[config.mk]
export PLATFORM = sky130hd
export DESIGN_NAME = wb_port_arbiter
export DESIGN_NICKNAME = d
export VERILOG_FILES = /design/src/rtl/rv32_pkg.sv /design/src/rtl/rr_arbiter.sv /design/src/rtl/wb_port_arbiter.sv
export SDC_FILE = /design/constraint.sdc
export NUM_CORES = 1
export LEC_CHECK = 0
export ABC_AREA = 1
export ABC_CLOCK_PERIOD_IN_PS = 4500
export CAP_MARGIN = 0
export CORE_MARGIN = 4
export CORE_UTILIZATION = 25
export DETAILED_ROUTE_END_ITERATION = 7
export GPL_ROUTABILITY_DRIVEN = 1
export PLACE_DENSITY_LB_ADDON = 0.15
export SYNTH_ARGS = -nofsm -noshare
export SYNTH_HDL_FRONTEND = slang
export SYNTH_SLANG_ARGS = --single-unit
[constraint.sdc]
create_clock -name clk_i -period 4.5 [get_ports clk_i]
set_clock_uncertainty 0.1 [all_clocks]
set_input_delay 0.675 -clock clk_i [delete_from_list [all_inputs] [get_ports clk_i]]
set_output_delay 0.675 -clock clk_i [all_outputs]
set_load 0.005 [all_outputs]
[src/rtl/rv32_pkg.sv]
// Shared RV32 core constants: data width, register file geometry and writeback source indices.
package rv32_pkg;

  localparam int unsigned XLEN       = 32;
  localparam int unsigned REG_ADDR_W = 5;
  localparam int unsigned NUM_REGS   = 32;

  localparam int unsigned WB_ALU = 0;
  localparam int unsigned WB_LSU = 1;
  localparam int unsigned WB_MDU = 2;

endpackage

[src/rtl/rr_arbiter.sv]
// Round-robin arbiter: one-hot grant searching upward from ptr with wrap-around.
// The pointer moves one past the winner; with no grant it holds.
module rr_arbiter #(
  parameter int unsigned N = 3
) (
  input  logic         clk_i,
  input  logic         rst_ni,
  input  logic [N-1:0] req_i,
  output logic [N-1:0] gnt_o
);

  localparam int unsigned IdxW = (N > 1) ? $clog2(N) : 1;

  logic [IdxW-1:0] ptr_q, ptr_d;
  logic [IdxW-1:0] idx;
  int unsigned     idx_wide;
  logic            found;

  always_comb begin
    gnt_o    = '0;
    ptr_d    = ptr_q;
    found    = 1'b0;
    idx      = '0;
    idx_wide = 0;
    for (int unsigned off = 0; off < N; off++) begin
      idx_wide = 32'(ptr_q) + off;
      if (idx_wide >= N) idx_wide = idx_wide - N;
      idx = IdxW'(idx_wide);
      if (!found && req_i[idx]) begin
        found      = 1'b1;
        gnt_o[idx] = 1'b1;
        ptr_d      = (idx_wide == N - 1) ? '0 : IdxW'(idx_wide + 1);
      end
    end
  end

  always_ff @(posedge clk_i or negedge rst_ni) begin
    if (!rst_ni) begin
      ptr_q <= '0;
    end else begin
      ptr_q <= ptr_d;
    end
  end

endmodule

[src/rtl/wb_port_arbiter.sv]
// Shares the register file write port between writeback sources and tracks
// destinations with an outstanding write for RAW stall detection in decode.
module wb_port_arbiter #(
  parameter int unsigned NUM_REQ = 3,
  parameter int unsigned XLEN    = rv32_pkg::XLEN
) (
  input  logic                                     clk_i,
  input  logic                                     rst_ni,
  input  logic [NUM_REQ-1:0]                       req_valid_i,
  input  logic [NUM_REQ*rv32_pkg::REG_ADDR_W-1:0]  req_rd_i,
  input  logic [NUM_REQ*XLEN-1:0]                  req_data_i,
  output logic [NUM_REQ-1:0]                       req_ready_o,
  output logic                                     rf_we_o,
  output logic [rv32_pkg::REG_ADDR_W-1:0]          rf_rd_o,
  output logic [XLEN-1:0]                          rf_data_o,
  input  logic                                     issue_valid_i,
  input  logic [rv32_pkg::REG_ADDR_W-1:0]          issue_rd_i,
  input  logic [rv32_pkg::REG_ADDR_W-1:0]          rs1_i,
  input  logic [rv32_pkg::REG_ADDR_W-1:0]          rs2_i,
  output logic                                     rs1_pending_o,
  output logic                                     rs2_pending_o
);

  localparam int unsigned RegW  = rv32_pkg::REG_ADDR_W;
  localparam int unsigned NRegs = rv32_pkg::NUM_REGS;

  logic [NUM_REQ-1:0] gnt;
  logic               gnt_valid;
  logic [RegW-1:0]    sel_rd;
  logic [XLEN-1:0]    sel_data;

  logic               rf_we_q, rf_we_d;
  logic [RegW-1:0]    rf_rd_q, rf_rd_d;
  logic [XLEN-1:0]    rf_data_q, rf_data_d;
  logic [NRegs-1:0]   pending_q, pending_d;

  rr_arbiter #(
    .N (NUM_REQ)
  ) u_rr_arbiter (
    .clk_i  (clk_i),
    .rst_ni (rst_ni),
    .req_i  (req_valid_i),
    .gnt_o  (gnt)
  );

  // Grants are suppressed combinationally while reset is held.
  assign req_ready_o = gnt & {NUM_REQ{rst_ni}};
  assign gnt_valid   = |gnt;

  always_comb begin
    sel_rd   = '0;
    sel_data = '0;
    for (int unsigned i = 0; i < NUM_REQ; i++) begin
      if (gnt[i]) begin
        sel_rd   = req_rd_i[i*RegW +: RegW];
        sel_data = req_data_i[i*XLEN +: XLEN];
      end
    end
  end

  always_comb begin
    rf_we_d   = 1'b0;
    rf_rd_d   = rf_rd_q;
    rf_data_d = rf_data_q;
    if (gnt_valid) begin
      rf_we_d   = (sel_rd != '0);
      rf_rd_d   = sel_rd;
      rf_data_d = sel_data;
    end
  end

  // Clear first so a same-cycle issue to the committing register stays pending.
  always_comb begin
    pending_d = pending_q;
    if (rf_we_q) pending_d[rf_rd_q] = 1'b0;
    if (issue_valid_i && (issue_rd_i != '0)) pending_d[issue_rd_i] = 1'b1;
    pending_d[0] = 1'b0;
  end

  always_ff @(posedge clk_i or negedge rst_ni) begin
    if (!rst_ni) begin
      rf_we_q   <= 1'b0;
      rf_rd_q   <= '0;
      rf_data_q <= '0;
      pending_q <= '0;
    end else begin
      rf_we_q   <= rf_we_d;
      rf_rd_q   <= rf_rd_d;
      rf_data_q <= rf_data_d;
      pending_q <= pending_d;
    end
  end

  assign rf_we_o       = rf_we_q;
  assign rf_rd_o       = rf_rd_q;
  assign rf_data_o     = rf_data_q;
  assign rs1_pending_o = pending_q[rs1_i];
  assign rs2_pending_o = pending_q[rs2_i];

endmodule

# --- Word level (Yosys, flattened, before mapping) ---
# Cells that the tools add are included.
word_totals:
  reg_bits: 71
  latch_bits: 0
  mem_bits_rw: 0
  rom_bits: 0
  in_bits: 132
  output_inout_bits: 43
  memories: 0
op_classes:
  n_addsub: 8
  n_mul: 0
  div_mod_pow: 0
  magnitude_cmp: 15
  n_eq_ne: 3
  n_shift: 0
  n_mux: 43
  bitwise: 6
  reduce_logical: 14
ops:
  columns: ["cell", "n"]
  rows:
  - ["32-bit 2-to-1 mux", 8]
  - ["32-bit by 2-bit equality test with 1-bit output, second input constant", 3]
  - ["32-bit by 2-bit >= comparator with 1-bit output, second input constant", 2]
  - ["32-bit by 2-bit subtractor with 32-bit output, second input constant", 2]
  - ["32-bit AND", 1]
  - ["32-bit NOT", 1]
  - ["32-bit bitwise OR", 1]
  - ["5-bit by 6-bit less-than comparator with 1-bit output, second input constant", 4]
  - ["5-bit 2-to-1 mux", 3]
  - ["1-bit 2-to-1 mux", 13]
  - ["2-bit 2-to-1 mux", 6]
  - ["1-bit binary-select mux with 5-bit select", 2]
  - ["1-bit demux with 5-bit select", 2]
  - ["5-bit by 1-bit >= comparator with 1-bit output, second input constant", 2]
  - ["5-bit nonzero test", 2]
  - ["2-bit by 3-bit less-than comparator with 1-bit output, second input constant", 3]
  - ["3-bit 2-to-1 mux", 3]
  - ["1-bit logical AND", 8]
  - ["2-bit by 1-bit adder with 2-bit output, second input constant", 3]
  - ["1-bit binary-select mux with 2-bit select", 3]
  - ["1-bit demux with 2-bit select", 3]
  - ["2-bit by 1-bit >= comparator with 1-bit output, second input constant", 3]
  - ["3-bit bitwise OR", 2]
  - ["2-bit by 1-bit adder with 3-bit output, second input constant", 1]
  - ["other kinds (7)", 8]

# --- Longest topological paths before layout ---
# Gate-level depths: netlist of run 1.
logic_depth:
  ltp_word: 16
  ltp_mapped: 18
  ltp_nobuf: 17

# --- Modules after synthesis ---
# Synthesis of run 1 repeated with hierarchy kept, for this count alone.
unflattened:
  hier_cells: 631
  area_unflattened_um2: 4399.2
by_module_without_submodules:
  columns: ["mod", "instances", "cells_per_inst", "area_each_um2", "seq_area_each_um2"]
  rows:
  - ["wb_port_arbiter", 1, 572, 4052.6, 1726.7]
  - ["rr_arbiter", 1, 59, 346.6, 50.0]

# --- Least setup slack after synthesis of run 1 ---
# OpenSTA, ideal clock, no wires.
synth_timing:
  path_kind: "input port to output port"
  startpoint: "input rs1_i[0] (netlist bit)"
  endpoint: "output rs1_pending_o"
  arrival_ns: 1.617
  slack_ns: 2.108
  path_stages: 8
  n_path_buf: 1
  path_cell_list: "inv_1 > clkbuf_1 > nand2_1 > o211ai_1 > nand3_1 > o211ai_1 > a21oi_1 > a21o_1"
synth_via:
  elab_chain_cells: 2
synth_lines:
  columns: ["item", "line", "text"]
  rows:
  - ["start, declared", "wb_port_arbiter.sv:18", "input logic [rv32_pkg::REG_ADDR_W-1:0] rs1_i,"]
  - ["1-bit binary-select mux with 5-bit select", "wb_port_arbiter.sv:97", "assign rs1_pending_o = pending_q[rs1_i];"]
  - ["1-bit 2-to-1 mux (implied by the code)", "wb_port_arbiter.sv:97", null]
  - ["end, declared", "wb_port_arbiter.sv:20", "output logic rs1_pending_o,"]
# No other way between the ends. The select of a mux whose other input is x is not followed.

# --- Worst setup path after layout of run 1 ---
layout_timing:
  startpoint: "register u_rr_arbiter.ptr_q[0]"
  endpoint: "output req_ready_o[1]"
layout_via:
  elab_chain_cells: 12
  elab_cells_between_ends: 44
  classes_between: "add/sub: 5; order compare: 9; mux: 20; bitwise: 3; reduce/logical: 7"
layout_lines:
  columns: ["item", "line", "text"]
  rows:
  - ["start, declared", "rr_arbiter.sv:14", "logic [IdxW-1:0] ptr_q, ptr_d;"]
  - ["start signal, assigned", "rr_arbiter.sv:41", "ptr_q <= ptr_d;"]
  - ["2-bit by 1-bit adder with 3-bit output (tied with other cells)", "rr_arbiter.sv:26", "idx_wide = 32'(ptr_q) + off;"]
  - ["32-bit by 2-bit subtractor with 32-bit output (tied with other cells)", "rr_arbiter.sv:27", "if (idx_wide >= N) idx_wide = idx_wide - N;"]
  - ["32-bit 2-to-1 mux (tied with other cells)", "rr_arbiter.sv:27", null]
  - ["2-bit by 3-bit less-than comparator with 1-bit output (implied by the code) (tied with other cells)", "rr_arbiter.sv:31", "gnt_o[idx] = 1'b1;"]
  - ["1-bit logical AND (implied by the code) (tied with other cells)", "rr_arbiter.sv:31", null]
  - ["1-bit 2-to-1 mux (implied by the code) (tied with other cells)", "rr_arbiter.sv:31", null]
  - ["1-bit demux with 2-bit select (tied with other cells)", null, null]
  - ["3-bit bitwise OR (no line) / 1-bit 2-to-1 mux (equally long branches)", null, null]
  - ["3-bit 2-to-1 mux / 1-bit logical NOT (equally long branches)", "rr_arbiter.sv:29", "if (!found && req_i[idx]) begin"]
  - ["3-bit bitwise OR (no line) / 1-bit logical AND (equally long branches)", null, null]
  - ["3-bit 2-to-1 mux *", "rr_arbiter.sv:29", null]
  - ["3-bit AND *", "wb_port_arbiter.sv:47", "assign req_ready_o = gnt & {NUM_REQ{rst_ni}};"]
  - ["end, declared", "wb_port_arbiter.sv:12", "output logic [NUM_REQ-1:0] req_ready_o,"]
# Mark *: on every way between the ends. The rest lies on a longest branch, timed or not. The select of a mux whose other input is x is not followed.

==> impl_metrics.tcl, run 1 <==
set metrics [dict create \
    htreeDepth 3 \
    clockRootBuffer "clkbuf_16" \
    cp.buffers_inverters 4 \
    power_density_nw_per_um2 773.5 \
    ioPinCount 175 \
    multi_input_area_um2 2350 \
    synth_warnings 0 \
    cts_sinks 71 \
    power.leakage_nw 2.847 \
    fillers 1759 \
    finalSetupTns_ns 0 \
    drc 0 \
    avgSynthCellArea_um2 7.492 \
    min_period_ns 3.766 \
    ys_types 38 \
    dp_cells 976 \
    cp_data_arrival_time_ns 2.99 \
    clk_latency_ns 0.33 \
    tightest_slew_ns 0.9111 \
    grt_pass1_vias 4767 \
    postCtsHoldBufs 0 \
    clkTransAtPathRegs_ns 0.06 \
    wl_per_cell_um 15.98 \
    cp_max_fo 43 \
    die_x_um 141.5 \
    cts_tree "done" \
    routabilityCongestion 0.8664 \
    ir_worst_vdd_uv 343.7 \
    yosysSeqAreaShare_pct 39.85 \
    rows 48 \
    hold_class "reg2reg" \
    viasPerCell 4.724 \
    crit_type "reg2out" \
    io_buffers 174 \
    cts_buffers 9 \
    grt_max_degree 72 \
    regArea_um2 1777 \
    rsz0062_at_grt "no" \
    gr-total-overflow 0 \
    ys_seq_elements 71 \
    post_cts_buffers 0 \
    ys.flop_type "dfrtp_1" \
    fmax_mhz 265.5 \
    num_vias 4686 \
    hpwl_mm 12.22 \
    initial_core_util_pct 25.68 \
    antenna_found_initial 0 \
    r2r_slack_ns 1.66 \
    cp.required_ns 3.72 \
    ant_nets 0 \
    crit_path_max_incr_delay_ns 0.51 \
    grt_pass1_wl_mm 25.60 \
    final_common_cell "clkdlybuf4s50_1" \
    dr.pass1.iters 5 \
    drive_gt1_share_pct 10.17 \
    async_flop_share_pct 100.0 \
    dieArea_um2 20030 \
    layout_common_cells "clkdlybuf4s50_1, nand2_1, o21ai_0, dfrtp_1, nor2_1" \
    syn2layout_area_growth_pct 48.30 \
    grt_usage_pct 15.88 \
    regToRegStartpoint "u_rr_arbiter.ptr_q[0]$_DFFE_PN0P_" \
    slew_violations 0 \
    hold_violations 0 \
    status "complete, no violations" \
    crit_path_start_kind "flop" \
    cp_cell_sequence "inv_1 -> ha_1 -> inv_1 -> nand3_1 -> nand2_1 -> nand4_2 -> nand2_4 -> inv_1 -> nor2_1 -> clkdlybuf4s50_1" \
    diodes 0 \
    p_total_mw 5.114 \
    syn-num-nets 731 \
    cts_resized 0 \
    critPathCaptureType "primary output" \
    slowest_stage "clkdlybuf4s50_1" \
    synth_area_um2 4458 \
    holdCritStartpoint "rf_data_o[25]$_DFFE_PN0P_" \
    syn-instance-count 595 \
    path_common_cell "inv_1" \
    fp.dieH_um 141.5 \
    fin_crit_sh_pct 83.70 \
    cts_buffer_depth 2 \
    synth_edf_count 0 \
    crit_family "buffers and inverters" \
    setup_viol 0 \
    design.core.area_um2 17360 \
    maxSlewHeadroom_pct 39.26 \
    final_cells 992 \
    drt_iter0_drc 228 \
    finalWirelength_mm 15.85 \
    crit_start "u_rr_arbiter.ptr_q[0]$_DFFE_PN0P_" \
    nNetsFinal 898 \
    cap_viol_max_count 0 \
]
power by group:
group / internal, mW / leakage [nW] / switching (mW)
combinational: 1.25 / 1.88 / 1.92
sequential: 1.01 / 0.832 / 0.272
clock: 0.402 / 0.136 / 0.261
worst min-delay path, stage by stage (launching register included):
cell and delay [ns]:
dfrtp_1 0.34, nand2_1 0.05, nand2_1 0.06
final timing paths:
check / end / depth (start not counted)
worst max-delay path: req_ready_o[1] / 10
worst min-delay path: rf_data_o[25]$_DFFE_PN0P_ / 2
worst max register to register: rf_data_o[19]$_DFFE_PN0P_ / 12
worst min register to register: rf_data_o[25]$_DFFE_PN0P_ / 2
max in group asynchronous: rf_we_o$_DFF_PN0_ / 2
min in group asynchronous: rf_data_o[24]$_DFFE_PN0P_ / 2
Yosys cell counts (5+ instances only):
cell | number | area share (%)
nand2_4 | 5 | 1.3
buf_2 | 8 | 0.90
nor2_1 | 42 | 3.5
o221ai_1 | 6 | 1.2
o21ai_0 | 98 | 11
a21oi_1 | 41 | 4.6
dfrtp_1 | 71 | 40
nand2_2 | 31 | 4.4
nand2_1 | 134 | 11
inv_1 | 30 | 2.5
o22ai_1 | 7 | 0.98
inv_2 | 7 | 0.59
nand3_1 | 35 | 3.9
o21ai_1 | 34 | 3.8
clkbuf_1 | 5 | 0.42
area by class of cell:
class                      count  share of cell area (%)
sequential                    71                   26.87
inverter                      39                   2.290
tap                          225                   4.258
timing repair buffer         179                   26.84
clock inverter                 3                  0.2650
clock buffer                  13                   3.936
multi-input combinational    462                   35.54
kinds of logic after synthesis:
| group | Yosys count | synth area share, % |
|---|---|---|
| and+or+nand+nor | 261 | 27.87 |
| AOI/OAI and AO/OA | 197 | 23.72 |
| DFF | 71 | 39.85 |
| buffers and inverters | 62 | 7.438 |
| adders and majority gates | 4 | 1.123 |
routing by layer:
layer / up-vias / GRT usage (%) / routed length [um]
li1: 2341 / - / -
met1: 2134 / 19.96 / 6747
met5: - / 0 / 0
met3: 19 / 6.168 / 1548
met4: 0 / 4.545 / 268
met2: 192 / 25.39 / 7289
metrics by stage:
stage | cell area (um^2) | hold slack [ns] | util (%) | setup WS, ns
floorplan | 4458 | 0.2794 | - | 2.108
global placement | 6334 | 0.3637 | 36.49 | 0.8564
detailed placement | 6334 | 0.3657 | 36.49 | 0.7779
CTS | 6611 | 0.3819 | 38.09 | 0.6943
global route | 6611 | 0.4024 | 38.09 | 0.5203
finish | 6611 | 0.3789 | 38.09 | 0.7336
registers in the layout (all words and copies together), names as in the netlist:
name,flops
rf_data_o,32
rf_we_o,1
u_rr_arbiter.ptr_q,2
pending_q,31
rf_rd_o,5
(Power assumes the default switching activity.)
==> inputs of run 2 (changes only) <==
--- a/config.mk
+++ b/config.mk
@@ -6,7 +6,7 @@
 export NUM_CORES = 1
 export LEC_CHECK = 0
 export ABC_AREA = 1
-export ABC_CLOCK_PERIOD_IN_PS = 4500
+export ABC_CLOCK_PERIOD_IN_PS = 3100
 export CAP_MARGIN = 0
 export CORE_MARGIN = 4
 export CORE_UTILIZATION = 25
==> constraint.sdc (replaced) <==
create_clock -name clk_i -period 3.1 [get_ports clk_i]
set_clock_uncertainty 0.1 [all_clocks]
set_input_delay 0.465 -clock clk_i [delete_from_list [all_inputs] [get_ports clk_i]]
set_output_delay 0.465 -clock clk_i [all_outputs]
set_load 0.005 [all_outputs]
==> impl_metrics.tcl, run 2 (synthesis gave the netlist of run 1 again) <==
set metrics [dict create \
    ioPinCount 175 \
    design.core.area_um2 17360 \
    io_buffers 174 \
    diodes 0 \
    stdcell_area_um2 6754 \
    cap_viol_max_count 0 \
    dr.pass1.iters 5 \
    fmax_mhz 336.5 \
    power.leakage_nw 2.921 \
    syn2layout_area_growth_pct 51.50 \
    layout_common_cells "clkdlybuf4s50_1, nand2_1, o21ai_0, dfrtp_1, nor2_1" \
    maxSlewHeadroom_pct 55.66 \
    dieArea_um2 20030 \
    fp.dieH_um 141.5 \
    cp_max_fo 5 \
    crit_type "reg2out" \
    cp.required_ns 2.53 \
    placed_area_um2 6391 \
    setup_viol 0 \
    viasPerCell 4.863 \
    antenna_found_initial 0 \
    r2r_slack_ns 0.47 \
    ant_nets 0 \
    crit_path_max_incr_delay_ns 0.51 \
    final_core_util_pct 38.91 \
    pre_cts_ws_ns 0.0008633 \
    clk_latency_ns 0.33 \
    gr-total-overflow 0 \
    drive_gt1_share_pct 13.19 \
    grt_pass1_vias 4927 \
    crit_path_start_kind "flop" \
    cts_tree "done" \
    hpwl_mm 13.02 \
    num_vias 4892 \
    clkTransAtPathRegs_ns 0.05 \
    die_x_um 141.5 \
    ir_worst_vdd_uv 482.3 \
    fin_ws_ns 0.1280 \
    hold_violations 0 \
    cp_cell_sequence "inv_2 -> ha_2 -> inv_2 -> nand2_4 -> nand2_4 -> a21oi_4 -> nand4_2 -> nand2_4 -> inv_1 -> nor2_1 -> clkdlybuf4s50_1" \
    tightest_slew_ns 0.6651 \
    path_common_cell "nand2_4" \
    wl_per_cell_um 16.80 \
    grt_max_degree 49 \
    largest_reg_flops 32 \
    cts_sinks 71 \
    routabilityCongestion 0.8866 \
    cts_buffer_depth 2 \
    hold_class "in2async" \
    cp_data_arrival_time_ns 2.41 \
    htreeDepth 3 \
    drc 0 \
    status "complete, no violations" \
    final_common_cell "clkdlybuf4s50_1" \
    cts_buffers 9 \
    rows 48 \
    grt_pass1_wl_mm 26.16 \
    initial_core_util_pct 25.68 \
    min_period_ns 2.972 \
    postCtsHoldBufs 0 \
    power_density_nw_per_um2 1146 \
    drt_iter0_drc 150 \
    nNetsFinal 912 \
    grt_usage_pct 16.46 \
    critPathCaptureType "primary output" \
    slowest_stage "clkdlybuf4s50_1" \
    slew_violations 0 \
    finalWirelength_mm 16.90 \
    clockRootBuffer "clkbuf_16" \
    fin_crit_sh_pct 95.87 \
]
[run 2: changes by cell type in the layout (fill, tap and decap cells not counted), moves of 2 or more]
cell,previous run,this run
ha_1,4,0
buf_4,5,18
ha_2,0,3
clkdlybuf4s50_1,173,171
inv_2,7,12
inv_1,30,25
[run 2: final timing paths]
check                                                  start  depth (start not counted)                           endpoint
min                                                   rst_ni                          2           rf_data_o[3]$_DFFE_PN0P_
min reg2reg                        rf_data_o[21]$_DFFE_PN0P_                          2          rf_data_o[21]$_DFFE_PN0P_
max reg2reg                u_rr_arbiter.ptr_q[0]$_DFFE_PN0P_                         16          rf_data_o[15]$_DFFE_PN0P_
max in group asynchronous                             rst_ni                          3  u_rr_arbiter.ptr_q[0]$_DFFE_PN0P_
min in group clk_i                 rf_data_o[21]$_DFFE_PN0P_                          2          rf_data_o[21]$_DFFE_PN0P_
max                        u_rr_arbiter.ptr_q[1]$_DFFE_PN0P_                         11                     req_ready_o[1]
[run 2: metal layers]
layer  routed length (um)  up-vias  global-route usage, %  share of wire [%]
li1                     -     2378                      -                  -
met1                 7053     2265                  20.16                 42
met2                 7759      211                  26.21                 46
met3                 1394       38                  4.853                8.3
met4                  688        0                  8.535                4.1
met5                    0        -                      0                  0
[run 2: critical path, delay by kind of cell, from the launching register on]
family,cells,cell delay [ns]
compound gates,1,0.22
buf+inv,4,0.74
flops,1,0.43
simple gates,5,0.49
fa+ha+maj,1,0.21
[run 2: layout make-up]
cell class | instances | area, um^2
repair buffers | 193 | 1893
clock inverters | 3 | 17.52
flip-flops and latches | 71 | 1778
inverters | 39 | 151.4
multi-input cells | 462 | 2372
well taps | 225 | 281.5
fillers | 1759 | 10600
clock buffers | 13 | 260.3
[run 2: power by group]
part / internal [mW] / total (mW) / switching (mW) / leakage, nW
Combinational: 1.97 / 4.83 / 2.85 / 1.95
Sequential: 1.47 / 1.95 / 0.482 / 0.831
Clock: 0.583 / 0.955 / 0.372 / 0.136
Total: 4.03 / 7.74 / 3.71 / 2.92
[run 2: repair_timing]
item                       4_1_cts  5_1_grt
resized for setup                3       11
cloned                           0        0
setup endpoints to repair        3        5
setup buffers                    0        8
pin swaps                        0        3
[run 2: metrics by stage]
step / TNS [ns] / power [mW] / hold slack (ns) / instances
global route: -0.002136 / 8.517 / 0.1433 / 1006
floorplan: 0 / 5.144 / 0.06941 / 595
CTS: 0 / 7.650 / 0.1273 / 998
finish: 0 / 7.737 / 0.1141 / 1006
detailed placement: 0 / 6.643 / 0.3649 / 982
global placement: 0 / 6.590 / 0.3621 / 982
==> inputs of run 3 (changes only) <==
--- a/config.mk
+++ b/config.mk
@@ -13,6 +13,7 @@
 export DETAILED_ROUTE_END_ITERATION = 7
 export GPL_ROUTABILITY_DRIVEN = 1
 export PLACE_DENSITY_LB_ADDON = 0.15
+export SKIP_CTS_REPAIR_TIMING = 1
 export SYNTH_ARGS = -nofsm -noshare
 export SYNTH_HDL_FRONTEND = slang
 export SYNTH_SLANG_ARGS = --single-unit
==> impl_metrics.tcl, run 3 (synthesis gave the netlist of run 1 again) <==
set metrics [dict create \
    status "complete, no violations" \
    drive_gt1_share_pct 13.19 \
    power_density_nw_per_um2 1144 \
    cts_sinks 71 \
    finalSetupTns_ns 0 \
    finalWirelength_mm 16.86 \
    fin_crit_sh_pct 95.88 \
    setup_viol 0 \
    rr_worst_depth 16 \
    dieArea_um2 20030 \
    regToRegStartpoint "u_rr_arbiter.ptr_q[0]$_DFFE_PN0P_" \
    r2r-end "rf_data_o[15]$_DFFE_PN0P_" \
    cts_buffers 9 \
    ioPinCount 175 \
    wl_per_cell_um 16.76 \
    gr-total-overflow 0 \
    drc 0 \
    diodes 0 \
    placed_area_um2 6391 \
    r2r_slack_ns 0.46 \
    design.core.area_um2 17360 \
    crit_type "reg2out" \
    min_period_ns 2.972 \
    hold_ws_ns 0.1141 \
    dr.pass1.iters 5 \
    antenna_found_initial 0 \
    tightest_slew_ns 0.6752 \
    cp_max_fo 5 \
    fillers 1758 \
    grt_max_degree 49 \
    initial_core_util_pct 25.68 \
    htreeDepth 3 \
    routabilityCongestion 0.8866 \
    viasPerCell 4.865 \
    cts_tree "done" \
    slowest_stage "clkdlybuf4s50_1" \
    clockRootBuffer "clkbuf_16" \
    multi_input_area_um2 2372 \
    clk_latency_ns 0.33 \
    final_common_cell "clkdlybuf4s50_1" \
    critPathCaptureType "primary output" \
    grt_pass1_wl_mm 26.16 \
    largest_reg_flops 32 \
    p_total_mw 7.730 \
    maxSlewHeadroom_pct 54.99 \
    clkTransAtPathRegs_ns 0.06 \
    syn2layout_area_growth_pct 51.56 \
    hpwl_mm 13.02 \
    fin_ws_ns 0.1278 \
    cp_cell_sequence "inv_2 -> ha_2 -> inv_2 -> nand2_4 -> nand2_4 -> a21oi_4 -> nand4_2 -> nand2_4 -> inv_1 -> nor2_1 -> clkdlybuf4s50_1" \
    fp.dieH_um 141.5 \
    fmax_mhz 336.5 \
    nNetsFinal 912 \
    hold_class "in2async" \
    final_core_util_pct 38.93 \
    grt_pass1_vias 4927 \
    power.leakage_nw 2.929 \
    pre_cts_ws_ns 0.0008633 \
    cp_num_cells 11 \
    cap_viol_max_count 0 \
    crit_path_max_incr_delay_ns 0.51 \
    cp_data_arrival_time_ns 2.41 \
    cp.buffers_inverters 4 \
    path_common_cell "nand2_4" \
    slew_violations 0 \
    rows 48 \
    io_buffers 174 \
    drt_iter0_drc 159 \
    stdcell_area_um2 6756 \
    crit_path_start_kind "flop" \
    hold_violations 0 \
    num_vias 4894 \
    final_cells 1006 \
    crit_family "buffers and inverters" \
    die_x_um 141.5 \
    ant_nets 0 \
    grt_usage_pct 16.46 \
    layout_common_cells "clkdlybuf4s50_1, nand2_1, o21ai_0, dfrtp_1, nor2_1" \
    cts_buffer_depth 2 \
    ir_worst_vdd_uv 486.6 \
    dp_cells 982 \
    cp.required_ns 2.53 \
    regArea_um2 1777 \
]
[run 3: cell count changes in the layout (fill, tap and decap cells not counted), sizes merged]
cell | previous run | this run
dlymetal6s2s | 1 | 2
dlygate4sd2 | 1 | 0
[run 3: layer usage]
layer | track usage, % | share of wire (%) | wire length [um]
met4 | 8.535 | 3.8 | 646
met2 | 26.21 | 46 | 7831
met3 | 4.853 | 8.4 | 1414
met5 | 0 | 0 | 0
met1 | 20.16 | 41 | 6972
[run 3: power breakdown]
group | internal (mW) | switching, mW
Clock | 0.583 | 0.373
Combinational | 1.97 | 2.85
Sequential | 1.47 | 0.482
Total | 4.03 | 3.70
[run 3: area by class of cell]
class | instances | share of cell area (%)
flip-flops and latches | 71 | 26.30
multi-input cells | 462 | 35.11
clock buffers | 13 | 3.852
clock inverters | 3 | 0.2593
well taps | 225 | 4.167
repair buffers | 193 | 28.07
inverters | 39 | 2.241
[run 3: worst max-delay path by stage]
stage | slack [ns] | start | endpoint
2_1_floorplan | 0.95 | u_rr_arbiter.ptr_q[0]$_DFFE_PN0P_ | req_ready_o[1]
5_1_grt | -0.01 | u_rr_arbiter.ptr_q[0]$_DFFE_PN0P_ | req_ready_o[1]
6_report | 0.13 | u_rr_arbiter.ptr_q[1]$_DFFE_PN0P_ | req_ready_o[1]
3_3_place_gp | 0.02 | rs2_i[1] | rs2_pending_o
3_5_place_dp | 0.0009 | rs2_i[1] | rs2_pending_o
4_1_cts | -0.07 | u_rr_arbiter.ptr_q[0]$_DFFE_PN0P_ | req_ready_o[0]
